==> src/rtl/tdm_demux4.sv <==
// Four-slot serial TDM demultiplexer: locks on frame_sync, assembles MSB-first
// slots and publishes all four words together once a full frame has arrived.
module tdm_demux4 #(
    parameter int WIDTH = 8,
    parameter int NCH   = 4
) (
    input  logic             clk,
    input  logic             rst,
    input  logic             din,
    input  logic             din_valid,
    input  logic             frame_sync,
    output logic [WIDTH-1:0] ch0,
    output logic [WIDTH-1:0] ch1,
    output logic [WIDTH-1:0] ch2,
    output logic [WIDTH-1:0] ch3,
    output logic             frame_valid,
    output logic             sync_err,
    output logic             locked
);

    localparam int              CW        = (WIDTH > 1) ? $clog2(WIDTH) : 1;
    localparam logic [CW-1:0]   LAST_BIT  = CW'(WIDTH - 1);
    localparam logic [1:0]      LAST_SLOT = 2'(NCH - 1);

    typedef enum logic {
        IDLE,
        RUN
    } state_t;

    state_t           state_q, state_d;
    logic [CW-1:0]    bitCnt_q, bitCnt_d;
    logic [1:0]       slot_q, slot_d;
    logic [WIDTH-1:0] shift_q, shift_d;
    logic [WIDTH-1:0] hold0_q, hold0_d;
    logic [WIDTH-1:0] hold1_q, hold1_d;
    logic [WIDTH-1:0] hold2_q, hold2_d;
    logic [WIDTH-1:0] ch0_q, ch0_d;
    logic [WIDTH-1:0] ch1_q, ch1_d;
    logic [WIDTH-1:0] ch2_q, ch2_d;
    logic [WIDTH-1:0] ch3_q, ch3_d;
    logic             frameValid_q, frameValid_d;
    logic             syncErr_q, syncErr_d;

    logic [WIDTH-1:0] nextWord;
    logic [WIDTH-1:0] firstWord;
    logic             atFrameStart;

    // nextWord is the shift path; the slot-3 word goes straight to ch3 from it.
    assign nextWord     = {shift_q[WIDTH-2:0], din};
    assign firstWord    = {{(WIDTH-1){1'b0}}, din};
    assign atFrameStart = (slot_q == 2'd0) && (bitCnt_q == '0);

    always_ff @(posedge clk or posedge rst) begin
        if (rst) begin
            state_q      <= IDLE;
            bitCnt_q     <= '0;
            slot_q       <= '0;
            shift_q      <= '0;
            hold0_q      <= '0;
            hold1_q      <= '0;
            hold2_q      <= '0;
            ch0_q        <= '0;
            ch1_q        <= '0;
            ch2_q        <= '0;
            ch3_q        <= '0;
            frameValid_q <= 1'b0;
            syncErr_q    <= 1'b0;
        end else begin
            state_q      <= state_d;
            bitCnt_q     <= bitCnt_d;
            slot_q       <= slot_d;
            shift_q      <= shift_d;
            hold0_q      <= hold0_d;
            hold1_q      <= hold1_d;
            hold2_q      <= hold2_d;
            ch0_q        <= ch0_d;
            ch1_q        <= ch1_d;
            ch2_q        <= ch2_d;
            ch3_q        <= ch3_d;
            frameValid_q <= frameValid_d;
            syncErr_q    <= syncErr_d;
        end
    end

    always_comb begin
        state_d      = state_q;
        bitCnt_d     = bitCnt_q;
        slot_d       = slot_q;
        shift_d      = shift_q;
        hold0_d      = hold0_q;
        hold1_d      = hold1_q;
        hold2_d      = hold2_q;
        ch0_d        = ch0_q;
        ch1_d        = ch1_q;
        ch2_d        = ch2_q;
        ch3_d        = ch3_q;
        frameValid_d = 1'b0;
        syncErr_d    = 1'b0;

        if (din_valid) begin
            case (state_q)
                IDLE: begin
                    if (frame_sync) begin
                        state_d  = RUN;
                        shift_d  = firstWord;
                        bitCnt_d = CW'(1);
                        slot_d   = 2'd0;
                    end
                end
                RUN: begin
                    // A misplaced sync drops the partial frame and restarts on this bit.
                    if (frame_sync && !atFrameStart) begin
                        syncErr_d = 1'b1;
                        shift_d   = firstWord;
                        bitCnt_d  = CW'(1);
                        slot_d    = 2'd0;
                    end else begin
                        shift_d = nextWord;
                        if (bitCnt_q == LAST_BIT) begin
                            bitCnt_d = '0;
                            if (slot_q == LAST_SLOT) begin
                                ch0_d        = hold0_q;
                                ch1_d        = hold1_q;
                                ch2_d        = hold2_q;
                                ch3_d        = nextWord;
                                frameValid_d = 1'b1;
                                slot_d       = 2'd0;
                            end else begin
                                case (slot_q)
                                    2'd0:    hold0_d = nextWord;
                                    2'd1:    hold1_d = nextWord;
                                    default: hold2_d = nextWord;
                                endcase
                                slot_d = slot_q + 2'd1;
                            end
                        end else begin
                            bitCnt_d = bitCnt_q + CW'(1);
                        end
                    end
                end
            endcase
        end
    end

    assign ch0         = ch0_q;
    assign ch1         = ch1_q;
    assign ch2         = ch2_q;
    assign ch3         = ch3_q;
    assign frame_valid = frameValid_q;
    assign sync_err    = syncErr_q;
    assign locked      = (state_q == RUN);

endmodule
==> config.mk <==
export PLATFORM = sky130hd
export DESIGN_NAME = tdm_demux4
export DESIGN_NICKNAME = d
export VERILOG_FILES = /design/src/rtl/tdm_demux4.sv
export SDC_FILE = /design/constraint.sdc
export NUM_CORES = 1
export LEC_CHECK = 0
export ABC_AREA = 1
export BUFFER_PORTS_ARGS = -buffer_cell sky130_fd_sc_hd__clkbuf_2
export CAP_MARGIN = 20
export CORE_MARGIN = 5
export CORE_UTILIZATION = 30
export CTS_CLUSTER_DIAMETER = 60
export CTS_CLUSTER_SIZE = 30
export DETAILED_ROUTE_END_ITERATION = 10
export HOLD_SLACK_MARGIN = 0.15
export PLACE_DENSITY_LB_ADDON = 0.25
export SKIP_LAST_GASP = 1
export SLEW_MARGIN = 20
export SYNTH_ARGS = -nofsm -noshare
export SYNTH_HDL_FRONTEND = slang
export SYNTH_SLANG_ARGS = --single-unit
==> constraint.sdc <==
create_clock -name clk -period 5.8 [get_ports clk]
set_input_delay 0.58 -clock clk [delete_from_list [all_inputs] [get_ports clk]]
set_output_delay 0.58 -clock clk [all_outputs]
set_load 0.01 [all_outputs]
==> results.py <==
metrics = {
    "run_status": {
        "status": "finished clean",
    },
    "global_routing": {
        "grt_max_degree": 72,
        "grt_pass1_wl_um": 12000,
        "overflow": 0,
        "grt_use_total": 0.119,
        "antenna_found_initial": 0,
        "grt_pass1_vias": 2346,
    },
    "logic_synthesis": {
        "yosysTopAreaCell": "dfrtp_1",
        "synth_area_leaders": "dfrtp_1 58%, nand2_1 16%, nand4_1 9.0%, nand3_1 5.2%, ha_1 2.9%",
        "synthCells": 327,
        "ys_top_cells_by_count": "127 x nand2_1, 71 x dfrtp_1, 44 x nand4_1",
        "async_reset_ff_frac": 1.00,
        "ys_ff_latch": 71,
        "yosysTopAreaCellShare": 0.582,
        "yosysWarnings": 0,
        "ys.flop_type": "dfrtp_1",
        "syn_nets": 339,
        "synth_cell_types": 21,
        "synth_edf_count": 0,
        "yosysMostFrequentCell": "nand2_1",
        "synthesis.area_mm2": 0.00305,
        "syn_area_per_cell_um2": 9.34,
        "yosysSeqAreaShare": 0.582,
    },
    "power": {
        "p_leak_nw": 1.96,
        "p_total_w": 0.00102,
        "peakVddDrop_v": 0.000155,
        "power_density_mw_per_mm2": 292,
    },
    "sta": {
        "slew_headroom": 0.412,
        "rsz0062_at_grt": "false",
        "fmax_ghz": 0.462,
        "tns_ns": 0,
        "slew_violations": 0,
        "postLayoutSetupSlackWorst_ns": 3.63,
        "finalSetupViolCount": 0,
        "fin_crit_sh": 0.373,
        "tightest_slew_ns": 0.882,
        "clock_skew_ns": 0.0110,
        "hold_viol_final": 0,
        "hold_ws_ns": 0.477,
        "min_period_ns": 2.17,
    },
    "setup_path": {
        "critPathBufInv": 1,
        "worstSetupStartpointType": "flip-flop",
        "cp-end-kind": "flip-flop",
        "crit_required_ns": 6.02,
        "cp.arrival_ns": 2.39,
        "crit_path_max_incr_delay_ns": 0.60,
        "path_delay_family": "simple AND/OR/NAND/NOR gates",
        "crit_type": "flip-flop to flip-flop",
        "path_max_fanout": 42,
        "cp_cell_sequence": "nand2_1 > inv_2 > nand4_1 > nand2_1 > nand2_1",
        "cpMaxStageDelayCell": "inv_2",
        "crit_top_cell": "nand2_1",
    },
    "floorplan": {
        "io_pins": 40,
        "start_util": 0.310,
        "dieArea_mm2": 0.0123,
        "coreArea_mm2": 0.00986,
        "fp.dieW_um": 111,
        "core.rowCount": 36,
        "die_h_um": 111,
    },
    "detailed_routing": {
        "viasPerCell": 4.72,
        "drt_iter0_drc": 97,
        "vias": 2347,
        "ant_nets": 0,
        "drt-pass1-iter-count": 4,
        "wl_per_cell_um": 14.2,
        "wl_um": 7040,
        "remaining_drc_errors": 0,
    },
    "cts": {
        "cts_buffer_depth": 2,
        "clkTransAtPathRegs_ns": 0.07,
        "h-tree-depth": 3,
        "cts_root_buf": "clkbuf_8",
        "postCtsResizedCells": 0,
        "cts_sinks": 71,
        "cts_tree": "built",
        "clock_latency_ns": 0.33,
        "postCtsSetupBuffers": 0,
        "cts_hold_buffers": 0,
        "cts_made_buffers": 9,
    },
    "run": {
        "cap_violations": 0,
    },
    "place": {
        "dp_slack_ns": 2.76,
        "dp_hpwl_um": 4450,
        "io_buffers": 39,
        "place.gp.congestion": 0.780,
    },
    "min_path": {
        "min_path_type": "flip-flop to flip-flop",
    },
    "finish": {
        "drive_gt1_frac": 0.184,
        "area_delta_synth_final_pct": 14.7,
        "diodes": 0,
        "final_core_util": 0.355,
        "nets": 372,
        "nFillCells": 1026,
    },
}
[cells in the final DEF, fill, tap and decap left out, types with 3 or more instances in the layout]
| cell type | count |
|---|---|
| inv_1 | 7 |
| nand2_1 | 127 |
| ha_1 | 7 |
| clkinv_2 | 3 |
| nand4_1 | 44 |
| clkbuf_2 | 39 |
| dfrtp_1 | 71 |
| inv_2 | 3 |
| nor2_1 | 3 |
| clkbuf_8 | 10 |
| buf_4 | 4 |
| nand3_1 | 32 |
[final timing paths]
| kind | start | to | slack [ns] | depth (start not counted) |
|---|---|---|---|---|
| max | locked | hold2_q[2] | 3.63 | 5 |
| min | hold1_q[3] | hold1_q[3] | 0.48 | 2 |
| max reg2reg | locked | hold2_q[2] | 3.63 | 5 |
| min reg2reg | hold1_q[3] | hold1_q[3] | 0.48 | 2 |
| max in group asynchronous | rst | hold0_q[7] | 4.73 | 3 |
| min in group asynchronous | rst | ch0[3] | 0.49 | 3 |
[flip-flops by register name, indices dropped and copies added, names as in the netlist, 2 cells and up]
name / cells
hold0_q: 8
bitCnt_q: 3
slot_q: 2
ch3: 8
hold2_q: 8
ch2: 8
shift_q: 7
ch0: 8
ch1: 8
hold1_q: 8
[cells by family after synthesis]
| logic type | count (synthesis) | share of synthesized area |
|---|---|---|
| AND/OR/NAND/NOR | 211 | 0.324 |
| AO/OA/AOI/OAI | 6 | 0.0119 |
| adder cells (fa/ha/maj) | 7 | 0.0287 |
| flip-flops | 71 | 0.582 |
| buffers and inverters | 31 | 0.0500 |
| multiplexers | 1 | 0.00369 |
[stage by stage]
step	instances	instance area, um^2
2_1_floorplan	327	3050
3_3_place_gp	482	3340
3_5_place_dp	482	3340
4_1_cts	497	3500
5_1_grt	497	3500
6_report	497	3500
[where the power goes]
group          internal [W]  leakage, nW  total [W]  switching (W)
Sequential         0.000530        0.974   0.000565      0.0000350
Combinational     0.0000399        0.900   0.000124      0.0000837
Clock              0.000162       0.0850   0.000335       0.000172
Total              0.000732         1.96    0.00102       0.000291
[tightest hold or removal path: cells and delay by family, from the launching register on]
kind,cells,cell delay (ns)
AND/OR/NAND/NOR,2,0.09
flip-flops,1,0.35
[area by class of cell]
| cell class | count | area, um^2 | share of cell area |
|---|---|---|---|
| sequential | 71 | 1780 | 0.507 |
| multi-input combinational | 225 | 1130 | 0.323 |
| timing repair buffer | 43 | 225 | 0.0643 |
| tap | 133 | 166 | 0.0475 |
| clock buffer | 11 | 141 | 0.0404 |
| inverter | 10 | 37.5 | 0.0107 |
| clock inverter | 4 | 22.5 | 0.00643 |
[per-layer routing]
layer	GRT usage	routed length, um
met3	0.0388	356
met1	0.170	3400
met2	0.178	3200
met4	0.0255	83
met5	0	0
(Power assumes the default switching activity.)
